==> src/rtl/mem_bus_arbiter.sv <==
// ----------------------------------------------------------------------------
// mem_bus_arbiter
//
// Shares a single sram-like memory bus (req / addr_ok / data_ok handshake,
// one outstanding transaction at a time) between the IF-stage instruction
// fetch and the MEM-stage data access. Each side sees a stall until its
// access has completed. The returned word is held until the pipeline
// advances. A fetch that was already launched when a flush arrives runs to
// completion on the bus, and its response is then dropped.
//
// Ports
//   clk, rst        : clock, asynchronous active-high reset
//   inst_req        : fetch request (InstEnableF)
//   inst_addr       : fetch address (PCF)
//   inst_rdata      : fetched word, held while the fetch is done
//   inst_stall      : fetch not yet complete
//   data_req        : data access request (MemEnableM)
//   data_wen        : byte write enables, 0 = read
//   data_addr       : data address
//   data_wdata      : store data
//   data_rdata      : load word, held while the data access is done
//   data_stall      : data access not yet complete
//   pipe_hold       : stall raised by other sources (MDU busy, load-use)
//   flush           : exception / eret redirect, cancels an unfinished fetch
//   bus_req         : bus request (high only while waiting for addr_ok)
//   bus_wr          : 1 = write
//   bus_wstrb       : byte strobes
//   bus_addr        : bus address
//   bus_wdata       : bus write data
//   bus_addr_ok     : address accepted this cycle
//   bus_data_ok     : response valid this cycle
//   bus_rdata       : read data
// ----------------------------------------------------------------------------
module mem_bus_arbiter #(
    parameter int ADDR_W = 32,
    parameter int DATA_W = 32
) (
    input  logic              clk,
    input  logic              rst,

    input  logic              inst_req,
    input  logic [ADDR_W-1:0] inst_addr,
    output logic [DATA_W-1:0] inst_rdata,
    output logic              inst_stall,

    input  logic              data_req,
    input  logic [3:0]        data_wen,
    input  logic [ADDR_W-1:0] data_addr,
    input  logic [DATA_W-1:0] data_wdata,
    output logic [DATA_W-1:0] data_rdata,
    output logic              data_stall,

    input  logic              pipe_hold,
    input  logic              flush,

    output logic              bus_req,
    output logic              bus_wr,
    output logic [3:0]        bus_wstrb,
    output logic [ADDR_W-1:0] bus_addr,
    output logic [DATA_W-1:0] bus_wdata,
    input  logic              bus_addr_ok,
    input  logic              bus_data_ok,
    input  logic [DATA_W-1:0] bus_rdata
);

    typedef enum logic [1:0] {
        S_IDLE = 2'd0,
        S_ADDR = 2'd1,
        S_DATA = 2'd2
    } state_e;

    localparam logic GRANT_INST = 1'b0;
    localparam logic GRANT_DATA = 1'b1;

    state_e            state_q, state_d;
    logic              grant_q, grant_d;
    logic              cancel_q, cancel_d;
    logic              inst_done_q, inst_done_d;
    logic              data_done_q, data_done_d;
    logic [DATA_W-1:0] inst_rdata_q, inst_rdata_d;
    logic [DATA_W-1:0] data_rdata_q, data_rdata_d;

    logic inst_pend;
    logic data_pend;
    logic advance;
    logic data_is_read;
    logic bus_is_data;

    // A flushed fetch must not start a new transaction this cycle; the
    // redirected PC shows up on the next cycle.
    assign inst_pend    = inst_req & ~inst_done_q & ~flush;
    assign data_pend    = data_req & ~data_done_q;

    assign inst_stall   = inst_req & ~inst_done_q;
    assign data_stall   = data_req & ~data_done_q;

    // The whole pipeline moves on this cycle, so both results are consumed
    // and the next instructions must arbitrate again.
    assign advance      = ~inst_stall & ~data_stall & ~pipe_hold;

    assign data_is_read = (data_wen == 4'b0000);

    // ------------------------------------------------------------------
    // State register
    // ------------------------------------------------------------------
    always_ff @(posedge clk or posedge rst) begin
        if (rst) begin
            state_q      <= S_IDLE;
            grant_q      <= GRANT_INST;
            cancel_q     <= 1'b0;
            inst_done_q  <= 1'b0;
            data_done_q  <= 1'b0;
            inst_rdata_q <= '0;
            data_rdata_q <= '0;
        end else begin
            state_q      <= state_d;
            grant_q      <= grant_d;
            cancel_q     <= cancel_d;
            inst_done_q  <= inst_done_d;
            data_done_q  <= data_done_d;
            inst_rdata_q <= inst_rdata_d;
            data_rdata_q <= data_rdata_d;
        end
    end

    // ------------------------------------------------------------------
    // Next-state logic
    // ------------------------------------------------------------------
    always_comb begin
        state_d      = state_q;
        grant_d      = grant_q;
        cancel_d     = cancel_q;
        inst_done_d  = inst_done_q;
        data_done_d  = data_done_q;
        inst_rdata_d = inst_rdata_q;
        data_rdata_d = data_rdata_q;

        if (advance) begin
            inst_done_d = 1'b0;
            data_done_d = 1'b0;
        end

        // The redirected fetch stream must not see a stale completed word.
        if (flush) begin
            inst_done_d = 1'b0;
        end

        unique case (state_q)
            S_IDLE: begin
                // MEM holds the older instruction, so it wins a tie.
                if (data_pend) begin
                    state_d = S_ADDR;
                    grant_d = GRANT_DATA;
                end else if (inst_pend) begin
                    state_d = S_ADDR;
                    grant_d = GRANT_INST;
                end
            end

            S_ADDR: begin
                // The bus has no abort, so a flushed fetch still runs to
                // completion; remember to drop its response.
                if (flush && grant_q == GRANT_INST) begin
                    cancel_d = 1'b1;
                end
                if (bus_addr_ok) begin
                    state_d = S_DATA;
                end
            end

            S_DATA: begin
                if (flush && grant_q == GRANT_INST) begin
                    cancel_d = 1'b1;
                end
                if (bus_data_ok) begin
                    state_d = S_IDLE;
                    if (grant_q == GRANT_INST) begin
                        // A flush in the response cycle itself also discards.
                        if (cancel_q || flush) begin
                            cancel_d = 1'b0;
                        end else begin
                            inst_rdata_d = bus_rdata;
                            inst_done_d  = 1'b1;
                        end
                    end else begin
                        if (data_is_read) begin
                            data_rdata_d = bus_rdata;
                        end
                        data_done_d = 1'b1;
                    end
                end
            end

            default: begin
                state_d = S_IDLE;
            end
        endcase
    end

    // ------------------------------------------------------------------
    // Bus side
    // ------------------------------------------------------------------
    // bus_req is a pure state decode, so it rises the cycle after the
    // request. The requester holds its inputs while stalled, so the bus
    // fields can come straight from its live inputs. They are forced to zero
    // whenever no request is presented.
    assign bus_req     = (state_q == S_ADDR);
    assign bus_is_data = bus_req & (grant_q == GRANT_DATA);

    assign bus_wr      = bus_is_data & ~data_is_read;
    assign bus_wstrb   = bus_is_data ? data_wen   : 4'b0000;
    assign bus_wdata   = bus_is_data ? data_wdata : '0;
    assign bus_addr    = bus_req ? (bus_is_data ? data_addr : inst_addr) : '0;

    assign inst_rdata  = inst_rdata_q;
    assign data_rdata  = data_rdata_q;

endmodule
==> config.mk <==
export PLATFORM = sky130hd
export DESIGN_NAME = mem_bus_arbiter
export DESIGN_NICKNAME = d
export VERILOG_FILES = /design/src/rtl/mem_bus_arbiter.sv
export SDC_FILE = /design/constraint.sdc
export NUM_CORES = 1
export LEC_CHECK = 0
export ABC_AREA = 0
export BUFFER_PORTS_ARGS = -buffer_cell sky130_fd_sc_hd__buf_2
export CAP_MARGIN = 15
export CORE_AREA = 2 2 108 110
export DETAILED_ROUTE_END_ITERATION = 6
export DIE_AREA = 0 0 110 112
export GPL_TIMING_DRIVEN = 1
export PLACE_DENSITY = 0.66
export SKIP_LAST_GASP = 1
export SLEW_MARGIN = 20
export SYNTH_ARGS = -nofsm -noshare
export SYNTH_HDL_FRONTEND = slang
export SYNTH_SLANG_ARGS = --single-unit
==> constraint.sdc <==
create_clock -name clk -period 6.67 [get_ports clk]
set_clock_uncertainty 0.05 [all_clocks]
set_input_delay 1.334 -clock clk [delete_from_list [all_inputs] [get_ports clk]]
set_output_delay 1.334 -clock clk [all_outputs]
set_load 0.01 [all_outputs]
==> results_dict.tcl, run 1 <==
set metrics [dict create \
    clk_latency_ps 320 \
    synthCells 293 \
    cts_tree "built" \
    num-fill-cells 1025 \
    synthesis.area_um2 3782 \
    synth_edf_count 0 \
    r2r_start "grant_q" \
    start_util_pct 33.85 \
    synth_most_common_cell "dfrtp_1" \
    synth_common_cells "dfrtp_1, mux2_4, and3_1" \
    viasPerCell 4.571 \
    hold_start "inst_rdata[30]" \
    cts_resized 0 \
    dieArea_um2 12320 \
    slew_violations 0 \
    ys.flop_type "dfrtp_1" \
    relSlewSlack_pct 32.82 \
    root_buffer "clkbuf_16" \
    drv_cap 0 \
    antenna_found_initial 3 \
    cp-start-kind "input port" \
    worstHoldPathType "flip-flop to flip-flop" \
    arrival_ps 2160 \
    synth_area_leader_cell "dfrtp_1" \
    drcViolationCount 0 \
    placementRows 39 \
    async_flop_share_pct 100.0 \
    cts.sinks 70 \
    totalWireLength_um 10940 \
    pwr-share-comb_pct 46.6 \
    internal_power_mw 1.252 \
    fin_crit_sh_pct 53.10 \
    power_density_nw_per_um2 354.1 \
    synth_cell_types 30 \
    hpwl_um 8619 \
    grt_max_degree 75 \
    path_clk_slew_ps 50 \
    crit_path_max_fanout 2 \
    drtIter0Drc 156 \
    rsz0062_at_grt "false" \
    grt_usage_pct 17.01 \
    num_vias 3259 \
    cts_buffers 9 \
    die_y_um 112 \
    final_hold_viol_count 0 \
    finalCriticalPeriod_ps 3542 \
    path_class "input port to output port" \
    layout-drive-gt1-share_pct 64.55 \
    slowest_delay_ps 370 \
    avgSynthCellArea_um2 12.91 \
    cts_buffer_depth 2 \
    hold_path_end "inst_rdata[30]" \
    ios 276 \
    core_um2 11170 \
    first_global_vias 3172 \
    setup_viol 0 \
    p_sw_uw 703.2 \
    avgRoutedWirePerCell_um 15.35 \
    max_freq_mhz 282.3 \
    synth_area_leaders "dfrtp_1, mux2_4, mux2i_1" \
    p_clk_share_pct 22.2 \
    drtAntennaViolNets 0 \
    regToRegSetupSlack_ps 3920 \
    end_kind "output port" \
    syn_nets 436 \
    p_leak_nw 3.473 \
    grt_pass1_wl_um 16260 \
    outcome "finished clean" \
    htree_levels 3 \
    yosysWarnings 0 \
    yosys_register_bits 70 \
    synth-seq-area-share_pct 46.31 \
    gp_congestion 0.7629 \
    ir_drop_uv 153.2 \
    swShare_pct 35.97 \
    reg2regPathDepth 4 \
    p_total_mw 1.955 \
    timing.critical_path.mode_cell "buf_2" \
    syn_to_final_growth_pct 45.95 \
    cts_hold_buf 0 \
    cp_cell_sequence "buf_2, nor4_4, nor2_1, buf_2" \
    tightest_slew_ps 1000 \
    io_buffers 275 \
    first_pass_iters 4 \
    r2r_end "inst_rdata[9]" \
    overflow 0 \
    cp_slowest_cell "nor4_4" \
    die_x_um 110 \
    tns_ps 0 \
    power.share.sequential_pct 31.2 \
    whs_path_depth 1 \
    fin_nets 705 \
    required_ps 5290 \
    post-synth-top-area-fraction_pct 46.31 \
    cts_setup_buffers 0 \
]
-- sequential cells by signal, indices dropped and copies added, names as in the netlist --
| name | cells |
|---|---|
| data_rdata | 32 |
| inst_rdata | 32 |
| state_q | 2 |
| cancel_q | 1 |
| data_done_q | 1 |
| grant_q | 1 |
| inst_done_q | 1 |
-- critical path: cells and delay by family --
| family | cells | cell delay [ps] |
|---|---|---|
| AND/OR/NAND/NOR | 2 | 520 |
| buffers and inverters | 2 | 300 |
-- kinds of logic (layout without fill, tap and decap cells) --
kind of cell | Yosys count | after routing | synth area share, %
muxes | 96 | 96 | 31.49
and+or+nand+nor | 88 | 88 | 15.68
DFF | 70 | 70 | 46.31
buffers and inverters | 26 | 300 | 3.969
AOI/OAI and AO/OA | 10 | 10 | 1.555
adders and majority gates | 3 | 3 | 0.9925
other | 0 | 3 | 0
-- how the worst max path moves through the flow --
stage	cells past startpoint	slack, ps	start	to
3_3_place_gp	4	3100	data_wen[2]	bus_wr
2_1_floorplan	2	3510	data_wen[2]	bus_wr
6_report	4	3130	data_wen[2]	bus_wr
3_5_place_dp	4	3080	data_wen[2]	bus_wr
5_1_grt	4	3060	data_wen[2]	bus_wr
4_1_cts	4	3080	data_wen[2]	bus_wr
-- per-layer routing --
metal,vias up,track usage (%),wire [µm]
met5,-,0,0
met4,0,5.401,153
met3,12,3.923,848
met2,142,29.16,5569
met1,1538,20.88,4370
li1,1567,-,-
-- power by group through the flow --
stage | clock (mW) | sequential (mW) | combinational, mW
after floorplan | 0 | 0.665 | 0.519
after global placement | 0 | 0.611 | 0.905
after detailed placement | 0 | 0.614 | 0.923
after CTS | 0.444 | 0.612 | 0.924
after global routing | 0.461 | 0.629 | 0.998
final | 0.433 | 0.610 | 0.912
-- layout by cell type, fill, tap and decap left out, types with 2 or more instances in the layout --
cell type   instances
inv_1               4
and3_1             37
ha_1                3
mux2_4             40
diode_2             3
nor4_4              2
nand2_1             2
clkinvlp_4          2
nand2b_1            2
nor2b_1            36
mux2_2             24
dfrtp_1            69
mux2i_1            32
o21ai_0             5
buf_4               4
buf_2             275
clkinv_4            2
clkbuf_16           9
-- final cells by class --
cell class / count / area, µm² / share of cell area [%]
multi-input combinational: 197 / 1881 / 34.07
clock buffer: 10 / 229.0 / 4.148
clock inverter: 6 / 46.29 / 0.8386
antenna: 3 / 7.507 / 0.1360
sequential: 70 / 1753 / 31.75
timing repair buffer: 279 / 1406 / 25.48
tap: 143 / 178.9 / 3.241
inverter: 5 / 18.77 / 0.3400
-- stage by stage --
stage | instances | util, % | hold WS (ps) | setup WS, ps | instance area [µm²]
after CTS | 710 | 49.33 | 455.7 | 3077 | 5513
after detailed placement | 694 | 46.87 | 437.6 | 3084 | 5238
after global routing | 713 | 49.40 | 465.1 | 3062 | 5520
after global placement | 694 | 46.87 | 436.5 | 3104 | 5238
after floorplan | 293 | - | 414.9 | 3506 | 3782
final | 713 | 49.40 | 451.5 | 3128 | 5520
Power figures use the tool's default switching activity.
==> run 2, diff against run 1 <==
==> constraint.sdc (replaced) <==
create_clock -name clk -period 3.5 [get_ports clk]
set_clock_uncertainty 0.05 [all_clocks]
set_input_delay 0.7 -clock clk [delete_from_list [all_inputs] [get_ports clk]]
set_output_delay 0.7 -clock clk [all_outputs]
set_load 0.01 [all_outputs]
==> run 2 against run 1 <==
  * Die area unchanged
  * Cell count is 0.28% higher
  * Power is 98% higher
  * Largest cell class unchanged
  * Register-to-register slack lost 2400 ps
  * Highest routed layer unchanged
  * Combinational power is 87% higher
==> results_dict.tcl, run 2 (same netlist as run 1, synthesis figures left out) <==
set metrics [dict create \
    crit_family "flip-flops" \
    first_pass_iters 4 \
    setup_viol 0 \
    avgRoutedWirePerCell_um 15.75 \
    htree_levels 3 \
    tns_ps 0 \
    drv_cap 0 \
    end_kind "output port" \
    grt_max_degree 72 \
    die_y_um 112 \
    tightest_slew_ps 727.0 \
    placementRows 39 \
    cts_hold_buf 0 \
    hpwl_um 8897 \
    finalCriticalPeriod_ps 2616 \
    root_buffer "clkbuf_16" \
    drtAntennaViolNets 0 \
    path_class "flip-flop to output port" \
    cp_cell_sequence "buf_4, mux2i_1, nor2b_1, buf_2" \
    gp_congestion 0.7839 \
    worstHoldPathType "input port to async pin" \
    slew_violations 0 \
    syn_to_final_growth_pct 47.80 \
    cts_buffer_depth 2 \
    p_leak_nw 3.514 \
    multiInputGateArea_um2 1881 \
    cp_slowest_cell "dfrtp_2" \
    drcViolationCount 0 \
    cts_setup_buffers 0 \
    outcome "finished clean" \
    power_density_nw_per_um2 691.1 \
    crit_path_max_fanout 24 \
    path_clk_slew_ps 50 \
    core_um2 11170 \
    relSlewSlack_pct 51.46 \
    crit_buf_inv 2 \
    first_global_vias 3193 \
    clk_latency_ps 330 \
    num_vias 3293 \
    antenna_found_initial 2 \
    die_x_um 110 \
    cts_buffers 9 \
    fin_nets 709 \
    drtIter0Drc 153 \
    cts_tree "built" \
    seq_area_um2 1753 \
    slowest_delay_ps 750 \
    cts.sinks 70 \
    fin_crit_sh_pct 74.75 \
    dieArea_um2 12320 \
    grt_usage_pct 17.59 \
    ios 276 \
    cp-start-kind "flip-flop" \
    final_cell_mix "buf_2, dfrtp_1, mux2_4, and3_1, nor2b_1" \
    arrival_ps 1870 \
    io_buffers 275 \
    max_freq_mhz 382.2 \
    viasPerCell 4.606 \
    rsz0062_at_grt "false" \
    num-fill-cells 1007 \
    start_util_pct 33.85 \
    grt_pass1_wl_um 16470 \
    totalWireLength_um 11260 \
    layout-drive-gt1-share_pct 64.56 \
    ir_drop_uv 326.0 \
    overflow 0 \
    final_common_cell "buf_2" \
    final_hold_viol_count 0 \
    cts_resized 0 \
    required_ps 2750 \
    p_total_mw 3.864 \
]
[run 2: cell count changes in the layout (fill, tap and decap cells not counted)]
cell	before	now
buf_4	4	7
bufinv_16	0	2
clkinv_4	2	0
buf_12	0	1
clkbuf_1	1	2
clkinvlp_4	2	1
diode_2	3	2
inv_6	1	0
[run 2: cell type report]
cell class	instances	area share [%]
Inverter	5	0.3357
Clock buffer	11	4.163
Tap cell	143	3.201
Clock inverter	4	1.298
Antenna cell	2	0.08953
Multi-Input combinational cell	197	33.64
Sequential cell	70	31.36
Timing Repair Buffer	283	25.92
[run 2: report_power, final]
group	internal, mW	switching, mW	leakage [nW]
Clock	0.618	0.317	0.146
Combinational	0.879	0.836	2.42
Sequential	1.04	0.175	0.951
Total	2.54	1.33	3.51
[run 2: through the flow]
step	setup slack, ps	util (%)	hold WS (ps)	area, µm²	cells
after CTS	858.7	49.98	453.8	5585	713
final	883.7	50.03	444.1	5590	715
after global placement	1191	47.25	434.2	5280	698
after floorplan	981.8	-	414.9	3782	293
after detailed placement	1177	47.25	436.8	5280	698
after global routing	771.5	50.03	463.2	5590	715
[run 2: worst reg2reg max path: cells and delay by family, from the launching register on]
| kind | cells | cell delay (ps) |
|---|---|---|
| fa+ha+maj | 1 | 280 |
| simple gates | 2 | 300 |
| flops | 1 | 390 |
| buf+inv | 2 | 480 |
| mux | 1 | 400 |
[run 2: worst paths after layout]
path / startpoint / end / slack, ps / cells past startpoint
min reg2reg: inst_rdata[4] / inst_rdata[4] / 450 / 1
min in group clk: inst_rdata[4] / inst_rdata[4] / 450 / 1
max reg2reg: state_q[0] / inst_rdata[17] / 1480 / 6
max in group asynchronous: rst / data_rdata[5] / 2210 / 3
min: rst / inst_rdata[8] / 440 / 2
max: grant_q / bus_addr[5] / 880 / 4
[run 2: metal layers]
| metal | global-route usage (%) | up-vias | part of all wire [%] | routed length [µm] |
|---|---|---|---|---|
| met5 | 0 | - | 0 | 0 |
| met4 | 6.329 | 0 | 1.7 | 190 |
| met1 | 20.67 | 1557 | 40 | 4516 |
| met3 | 4.684 | 17 | 7.5 | 850 |
| li1 | - | 1579 | - | - |
| met2 | 30.39 | 140 | 51 | 5703 |
